[src/rtl/unified_mem_arbiter.sv]
// Shares one single-ported fixed-latency memory between the instruction fetch and the data load/store path.
// Latency: a store acks 2 cycles after the request is sampled, and a load or fetch acks MEM_LAT+2 cycles after it.
// Backpressure: one transaction is in flight at a time, and a requester holds req until its ack while stall_if/stall_mem freeze the pipe.
//
// Ports:
//   clock, resetn                      pipeline clock, async active-low reset
//   if_req/if_addr -> if_rdata/if_ack  fetch port (req held until ack)
//   dm_req/dm_we/dm_addr/dm_wdata      data port (load/store), dm_rdata/dm_ack back
//   mem_en/mem_we/mem_addr/mem_wdata   memory issue (one-cycle strobe), mem_rdata in
//   stall_if, stall_mem                combinational req & ~ack
module unified_mem_arbiter #(
   parameter int ADDR_W  = 32,
   parameter int DATA_W  = 32,
   parameter int MEM_LAT = 2
) (
   input  logic              clock,
   input  logic              resetn,
   input  logic              if_req,
   input  logic [ADDR_W-1:0] if_addr,
   output logic [DATA_W-1:0] if_rdata,
   output logic              if_ack,
   input  logic              dm_req,
   input  logic              dm_we,
   input  logic [ADDR_W-1:0] dm_addr,
   input  logic [DATA_W-1:0] dm_wdata,
   output logic [DATA_W-1:0] dm_rdata,
   output logic              dm_ack,
   output logic              mem_en,
   output logic              mem_we,
   output logic [ADDR_W-1:0] mem_addr,
   output logic [DATA_W-1:0] mem_wdata,
   input  logic [DATA_W-1:0] mem_rdata,
   output logic              stall_if,
   output logic              stall_mem
);

   generate
      if (MEM_LAT < 1 || MEM_LAT > 7) begin : g_bad_mem_lat
         $error("unified_mem_arbiter: MEM_LAT must be in 1..7");
      end
   endgenerate

   typedef enum logic [1:0] {IDLE, ISSUE, WAIT, ACK} state_t;

   state_t     state, state_nxt;
   logic [2:0] cnt;
   logic       last_i;   // 1 when the most recent grant went to fetch
   logic       win_d;    // owner of the transaction in flight: 1 = data port
   logic       we_r;     // transaction in flight is a store
   logic       grant_d, grant_i;

   // Data wins unless fetch is also waiting and data had the previous grant;
   // this makes the two ports alternate under continuous contention.
   assign grant_d = dm_req & (~if_req | last_i);
   assign grant_i = ~grant_d & if_req;

   assign stall_if  = if_req & ~if_ack;
   assign stall_mem = dm_req & ~dm_ack;

   always_ff @(posedge clock or negedge resetn) begin
      if (!resetn) state <= IDLE;
      else         state <= state_nxt;
   end

   always_comb begin
      state_nxt = state;
      mem_en    = 1'b0;
      mem_we    = 1'b0;
      if_ack    = 1'b0;
      dm_ack    = 1'b0;
      case (state)
         IDLE:  if (grant_d | grant_i) state_nxt = ISSUE;
         ISSUE: begin
            mem_en    = 1'b1;
            mem_we    = we_r;
            state_nxt = we_r ? ACK : WAIT;
         end
         WAIT:  if (cnt == 3'd1) state_nxt = ACK;
         ACK: begin
            if_ack    = ~win_d;
            dm_ack    = win_d;
            state_nxt = IDLE;
         end
         default: state_nxt = IDLE;
      endcase
   end

   always_ff @(posedge clock or negedge resetn) begin
      if (!resetn) begin
         cnt       <= 3'd0;
         last_i    <= 1'b1;
         win_d     <= 1'b0;
         we_r      <= 1'b0;
         mem_addr  <= '0;
         mem_wdata <= '0;
         if_rdata  <= '0;
         dm_rdata  <= '0;
      end else begin
         case (state)
            IDLE: begin
               if (grant_d) begin
                  win_d     <= 1'b1;
                  we_r      <= dm_we;
                  mem_addr  <= dm_addr;
                  mem_wdata <= dm_wdata;
                  last_i    <= 1'b0;
               end else if (grant_i) begin
                  win_d    <= 1'b0;
                  we_r     <= 1'b0;
                  mem_addr <= if_addr;
                  last_i   <= 1'b1;
               end
            end
            ISSUE: if (!we_r) cnt <= 3'(MEM_LAT);
            WAIT: begin
               cnt <= cnt - 3'd1;
               // Count of 1 marks the cycle in which the memory drives valid data.
               if (cnt == 3'd1) begin
                  if (win_d) dm_rdata <= mem_rdata;
                  else       if_rdata <= mem_rdata;
               end
            end
            default: ;
         endcase
      end
   end

endmodule

[config.mk]
export PLATFORM = sky130hd
export DESIGN_NAME = unified_mem_arbiter
export DESIGN_NICKNAME = d
export VERILOG_FILES = /design/src/rtl/unified_mem_arbiter.sv
export SDC_FILE = /design/constraint.sdc
export NUM_CORES = 1
export LEC_CHECK = 0
export CAP_MARGIN = 20
export CORE_UTILIZATION = 46
export CTS_BUF_LIST = sky130_fd_sc_hd__clkbuf_8
export CTS_CLUSTER_DIAMETER = 100
export CTS_CLUSTER_SIZE = 30
export DETAILED_ROUTE_END_ITERATION = 12
export PLACE_DENSITY = 0.9
export SYNTH_ARGS = -nofsm -noshare
export SYNTH_HDL_FRONTEND = slang
export SYNTH_SLANG_ARGS = --single-unit
[constraint.sdc]
create_clock -name clock -period 2.6 [get_ports clock]
set_input_delay 0.52 -clock clock [delete_from_list [all_inputs] [get_ports clock]]
set_output_delay 0.52 -clock clock [all_outputs]
set_load 0.02 [all_outputs]
==> reports/results.ini, run 1 <==
[status]
outcome = finished, final reports clean

[setup_path]
timing.critical_path.arrival_ns = 1.95
startpoint_type = register
path_max_fanout = 6
worst-r2r-cell-count = 5
critical_path.cell_chain = inv_1 > ha_1 > clkdlybuf4s50_1
reg2reg_to = if_rdata[8]
reg2reg_setup_slack_ns = 0.49
worstReg2RegStart = state[0]
worstSetupEndpoint = mem_en
crit_path_top_delay_cell = sky130_fd_sc_hd__clkdlybuf4s50_1
delay_of_the_slowest_cell_on_the_worst_path_ns = 0.72
worstPathRequired_ns = 2.08
worstSetupPathType = register to primary output
timing.critical_path.from = state[1]
critPathCaptureType = primary output

[floorplan]
die_area_um2 = 12800
effective_utilization_at_floorplan_pct = 47.4
placement_rows = 40
vertical_die_dimension_um = 113
core_region_area_um2 = 12000
num_io_pins = 267
die_width_um = 113

[sta]
worstMarginPinSlew_ns = 0.613
finalSetupTns_ns = 0
max_freq_mhz = 405
worst_clock_skew_ns = 0.0101
final_max_slew_viol_count = 0
slew_headroom_pct = 59.1
finalCritPeriodShare_pct = 94.9
setup_slack_ns = 0.133
unrepaired_setup_endpoints_after_global_routing = false
finalCriticalPeriod_ns = 2.47
hold_viol = 0
setup_violations = 0

[global_route]
antenna_found_initial = 0
grt_pass1_vias = 4698
pin_count_of_the_biggest_net_entering_global_routing = 69
globalRoute.totalOverflow = 0
wire_length_of_the_first_global_routing_pass_um = 23700
grt_util_all_layers_pct = 24.4

[layout]
layout-area-overhead-vs-synth_pct = 55.8
n_fill_cell = 788
area_of_combinational_cells_with_multiple_inputs_um2 = 2060
drive_above_1_share_pct = 20.1
antenna_cells = 0
combined_flip_flop_and_latch_cell_area_um2 = 3400
num-nets-final = 843
finalInstanceArea_um2 = 8860

[logic_synthesis]
synthFlopType = sky130_fd_sc_hd__dfrtp_1
synth_area_um2 = 5690
synth.net_count = 578
synth_sequential_area_ratio_pct = 59.9
syn_inst = 438
synthTopCellsByCount = 135 x sky130_fd_sc_hd__dfrtp_1, 96 x sky130_fd_sc_hd__mux2_2, 35 x sky130_fd_sc_hd__nor2_1, 35 x sky130_fd_sc_hd__o21ai_0
synth.lib_cells_used.distinct = 34
synth_largest_area_cell = sky130_fd_sc_hd__dfrtp_1
synth.ff_latch_count = 136
yosys-top-cells-area = sky130_fd_sc_hd__dfrtp_1 59%, sky130_fd_sc_hd__mux2_2 19%, sky130_fd_sc_hd__a31oi_1 3.5%
synthArstFlopShare_pct = 100
yosys_warnings = 0
synth_edf_count = 0
syn_avg_cell_area_um2 = 13.0
post-synth-top-area-fraction_pct = 59.4
cell_with_the_most_instances_after_synthesis = sky130_fd_sc_hd__dfrtp_1

[clock_tree]
cts-hold-fix-buffers = 0
post-cts-setup-buffers = 0
count_of_h_tree_levels_built_during_cts = 4
clk_pin_slew_ns = 0.08
cts_sinks = 136
ctsLongestPathBuffers = 2
clock-root-buffer = sky130_fd_sc_hd__clkbuf_8
clock_tree_from_tritoncts = built
clkLatencyLatePin_ns = 0.43
cts_buffers = 17
post_cts_resized = 1

[route]
drt-total-wl_um = 15100
remaining_drc_errors = 0
postRouteAntennaNets = 0
first_iter_violations = 230
firstDrtPassIters = 4
vias = 4559
wire_per_inst_um = 17.5
post_drt_via_cell_ratio = 5.29

[worst_hold_path]
worstHoldPathType = input port to asynchronous set/reset pin

[power]
power_density_nw_per_um2 = 1270
static-leakage-power_nw = 3.75
irDropWorstVdd_mv = 0.654
total_power_mw = 11.2

[placed_design]
gp_congestion = 0.829
preCtsSetupSlack_ns = 0.208
place.port_buffers = 266
dp.final_hpwl_um = 11200
place_area_um2 = 8450

[flow_run]
maxCapViolCount = 0

==> cell usage in the layout (no fill, tap or decap), types with 3 or more instances in the layout <==
cell                              instances
sky130_fd_sc_hd__bufinv_16                3
sky130_fd_sc_hd__inv_6                    3
sky130_fd_sc_hd__a31oi_1                 32
sky130_fd_sc_hd__o21ai_0                 35
sky130_fd_sc_hd__nor2_1                  35
sky130_fd_sc_hd__mux2_2                  96
sky130_fd_sc_hd__inv_1                   10
sky130_fd_sc_hd__clkdlybuf4s50_1        262
sky130_fd_sc_hd__buf_4                    9
sky130_fd_sc_hd__dfrtp_1                135
sky130_fd_sc_hd__clkbuf_8                17
sky130_fd_sc_hd__ha_1                     7
sky130_fd_sc_hd__nand3_1                 32
==> layer usage <==
metal / GRT usage, % / vias up / routed length [um]
li1: - / 2095 / -
met1: 26.8 / 2201 / 5740
met2: 42.0 / 225 / 7570
met3: 9.43 / 38 / 1320
met4: 10.6 / 0 / 449
met5: 0 / - / 0
==> flip-flops by register name (all words and copies together) (netlist names) <==
name / flops
cnt: 3
dm_rdata: 32
if_rdata: 32
last_i: 1
mem_addr: 32
mem_wdata: 32
state: 2
we_r: 1
win_d: 1
==> area by class of cell <==
| type | instances | share of cell area (%) |
|---|---|---|
| clock buffers | 17 | 2.64 |
| clock inverters | 14 | 1.96 |
| inverters | 9 | 0.381 |
| multi-input cells | 262 | 23.2 |
| flip-flops and latches | 136 | 38.4 |
| well taps | 147 | 2.08 |
| repair buffers | 277 | 31.3 |
==> critical path, delay by kind of cell, from the launching register on <==
kind,cells,cell delay (ns)
adders and majority gates,1,0.26
buffers and inverters,2,0.85
DFF,1,0.42
==> cells by family after synthesis <==
kind of cell / Yosys count / synth area share [%]
buf+inv: 40 / 4.03
xor+xnor: 1 / 0.154
simple gates: 79 / 7.13
compound gates: 77 / 7.90
flops: 136 / 59.9
fa+ha+maj: 7 / 1.54
mux: 98 / 19.4
==> through the flow <==
step                utilization (%)  cells  hold WS (ns)
finish                         73.8    862        0.0906
global route                   73.8    862         0.103
CTS                            73.7    862        0.0957
detailed placement             70.3    831         0.491
global placement               70.3    831         0.470
floorplan                         -    438         0.224
==> worst min path at each step <==
stage	startpoint	endpoint	slack, ns	cells after the start
after floorplan	resetn	cnt[0]	0.22	0
after global placement	if_rdata[3]	if_rdata[3]	0.47	1
after detailed placement	dm_rdata[14]	dm_rdata[14]	0.49	1
after CTS	resetn	mem_wdata[9]	0.1	1
after global routing	resetn	if_rdata[16]	0.10	1
final	resetn	if_rdata[13]	0.09	1
==> where the power goes <==
part | switching [mW] | internal, mW
logic | 2.75 | 2.91
clock network | 0.821 | 0.954
registers | 0.592 | 3.19
(Power assumes the default switching activity.)
==> inputs of run 2 (changes only) <==
- CTS_CLUSTER_DIAMETER: 100 -> unset
- TNS_END_PERCENT: unset -> 100
==> results of run 2 <==
Same layout as run 1: the final DEF is identical, and so are final timing and power.
==> variant, RTL diff (flow settings as in run 2) <==
Set the parameter `DATA_W` to 36 (it was 32).
--- a/src/rtl/unified_mem_arbiter.sv
+++ b/src/rtl/unified_mem_arbiter.sv
@@ -10,7 +10,7 @@
 //   stall_if, stall_mem                combinational req & ~ack
 module unified_mem_arbiter #(
    parameter int ADDR_W  = 32,
-   parameter int DATA_W  = 32,
+   parameter int DATA_W  = 36,
    parameter int MEM_LAT = 2
 ) (
    input  logic              clock,
Ports: changed (5 resized); port bits go from 267 to 287. The function was not compared with the original's and may differ.
==> variant against run 2 <==
  * Cell count is 8.2% higher
  * Final area is 8.3% higher
  * Clock skew is 1.3 ps higher
  * Sequential cell count is 12 higher
  * Register-to-register slack worse by 90 ps
  * First-iteration DRC count is 13% higher
  * Setup slack worse by 13 ps
  * Die area is 7.6% higher
  * Total power is 8.7% higher
  * Core utilization is 1.0 points higher
  * Area after synthesis is 7.7% higher
  * Wire length is 13% higher
  * Critical path type unchanged
  * Largest power group unchanged
==> variant: results (changes against run 2) <==
metric,value,unit,change
critical register-to-register path endpoint,dm_rdata[14]$_DFFE_PN0P_,,was if_rdata[8]$_DFFE_PN0P_
number of port buffers,286,,was 266
Synth Area in XOR/XNOR,0.143,%,was 0.154%
Routability Congestion,0.791,,was 0.829
Post-synth top cells,"dfrtp_1 (147), mux2_2 (100), nor2_1 (35), o21ai_0 (35)",,"was dfrtp_1 (135), mux2_2 (96), nor2_1 (35), o21ai_0 (35)"
post-synthesis compound-gate area fraction,7.33,%,was 7.90%
clock share of power,15.3,%,was 15.8%
total CTS buffers,17,,unchanged
Worst VDD drop,0.662,mV,was 0.654 mV
Final #Nets,896,,was 843
Tmin final,2480,ps,was 2470 ps
antenna cells,0,,unchanged
Synth area leaders,"dfrtp_1 (60%), mux2_2 (18%), a31oi_1 (3.3%)",,"was dfrtp_1 (59%), mux2_2 (19%), a31oi_1 (3.5%)"
leakage,0.00408,uW,was 0.00375 uW
post-synthesis mux area share,20.6,%,was 19.4%
first-pass GRT wire length,27300,microns,"was 23,700 microns"
worst path arrival time,1960,ps,
"Clk Latency, worst-skew pair",430,ps,about the same
CP endpoint,stall_if,,was mem_en
Worst Max-Slew Pin Slew,695,ps,was 613 ps
sw frac,36.9,%,was 37.1%
highest metal used,met4,,unchanged
Largest regs,"dm_rdata (36), if_rdata (36), mem_wdata (36)",,
GR Layer Usage met2,46.6,%,was 42.0%
Yosys cell types,34,,unchanged
met1 WL,6400,microns,was 5740 microns
Logic pwr share,50.8,%,was 50.5%
met3 WL,1190,microns,was 1320 microns
GRT met1 Usage,28.2,%,was 26.8%
worst reg-to-reg path cell count,4,,was 5
share of cells above drive strength 1,20.5,%,was 20.1%
clock slew at reported path FFs,80,ps,about the same
Iteration-0 DRC Markers,259,,was 230
via count,4869,,"was 4,559"
crit-path max cell delay,610,ps,was 720 ps
Max Root-Sink Buffers,2,,unchanged
Clock Root Buffer,clkbuf_8,,unchanged
status,"complete, no violations",,unchanged
Setup Skew,11.3,ps,was 10.1 ps
routing usage on met3,7.59,%,was 9.43%
CP max stage cell,clkdlybuf4s50_1,,unchanged
detailed-router iteration count before antenna repair,4,,unchanged
dpl cell area,0.00917,sq mm,was 0.00845 sq mm
CP max FO,4,,was 6
Setup crit start,state[0]$_DFFE_PN0P_,,was state[1]$_DFFE_PN0P_
largest net degree at the start of global routing,66,,was 69
met2 routed WL,9080,microns,was 7570 microns
Mapped Nets,612,,was 578
Synth Area in Adders,1.43,%,was 1.54%
R2R Setup Slk,400,ps,was 490 ps
GRT Resource Usage Total,25.8,%,was 24.4%
WL/cell,18.4,microns,was 17.5 microns
vias in the first global route,5100,,"was 4,698"
Final Max Tran Viols,0,,unchanged
pre-CTS WS,246,ps,was 208 ps
Comb power,6200,uW,was 5660 uW
CTS H-Tree Depth,4,,unchanged
"Seq/Total Area, Yosys",60.5,%,was 59.9%
Post-DP HPWL,12700,microns,"was 11,200 microns"
variant: worst max-delay path: cells and delay by family (launching register included):
| kind | cells | cell delay [ps] |
|---|---|---|
| fa+ha+maj | 1 | 220 |
| simple gates | 2 | 280 |
| buf+inv | 1 | 610 |
| flops | 1 | 420 |
variant: stage by stage:
stage / hold WS, ps / std cells
finish: 14.7 / 933
global route: 27.2 / 933
CTS: 16.0 / 933
detailed placement: 485 / 901
global placement: 469 / 901
floorplan: 224 / 464
variant: layout make-up:
| type | count | area (sq um) |
|---|---|---|
| clock buffers | 20 | 275 |
| clock inverters | 12 | 150 |
| fillers | 833 | 3230 |
| inverters | 9 | 33.8 |
| multi-input cells | 274 | 2210 |
| flip-flops and latches | 148 | 3700 |
| well taps | 172 | 215 |
| repair buffers | 298 | 3000 |
variant: repair_timing:
action	CTS	global route
buffers inserted	0	0
endpoints found under the setup margin	1	0
gates resized for setup	1	0
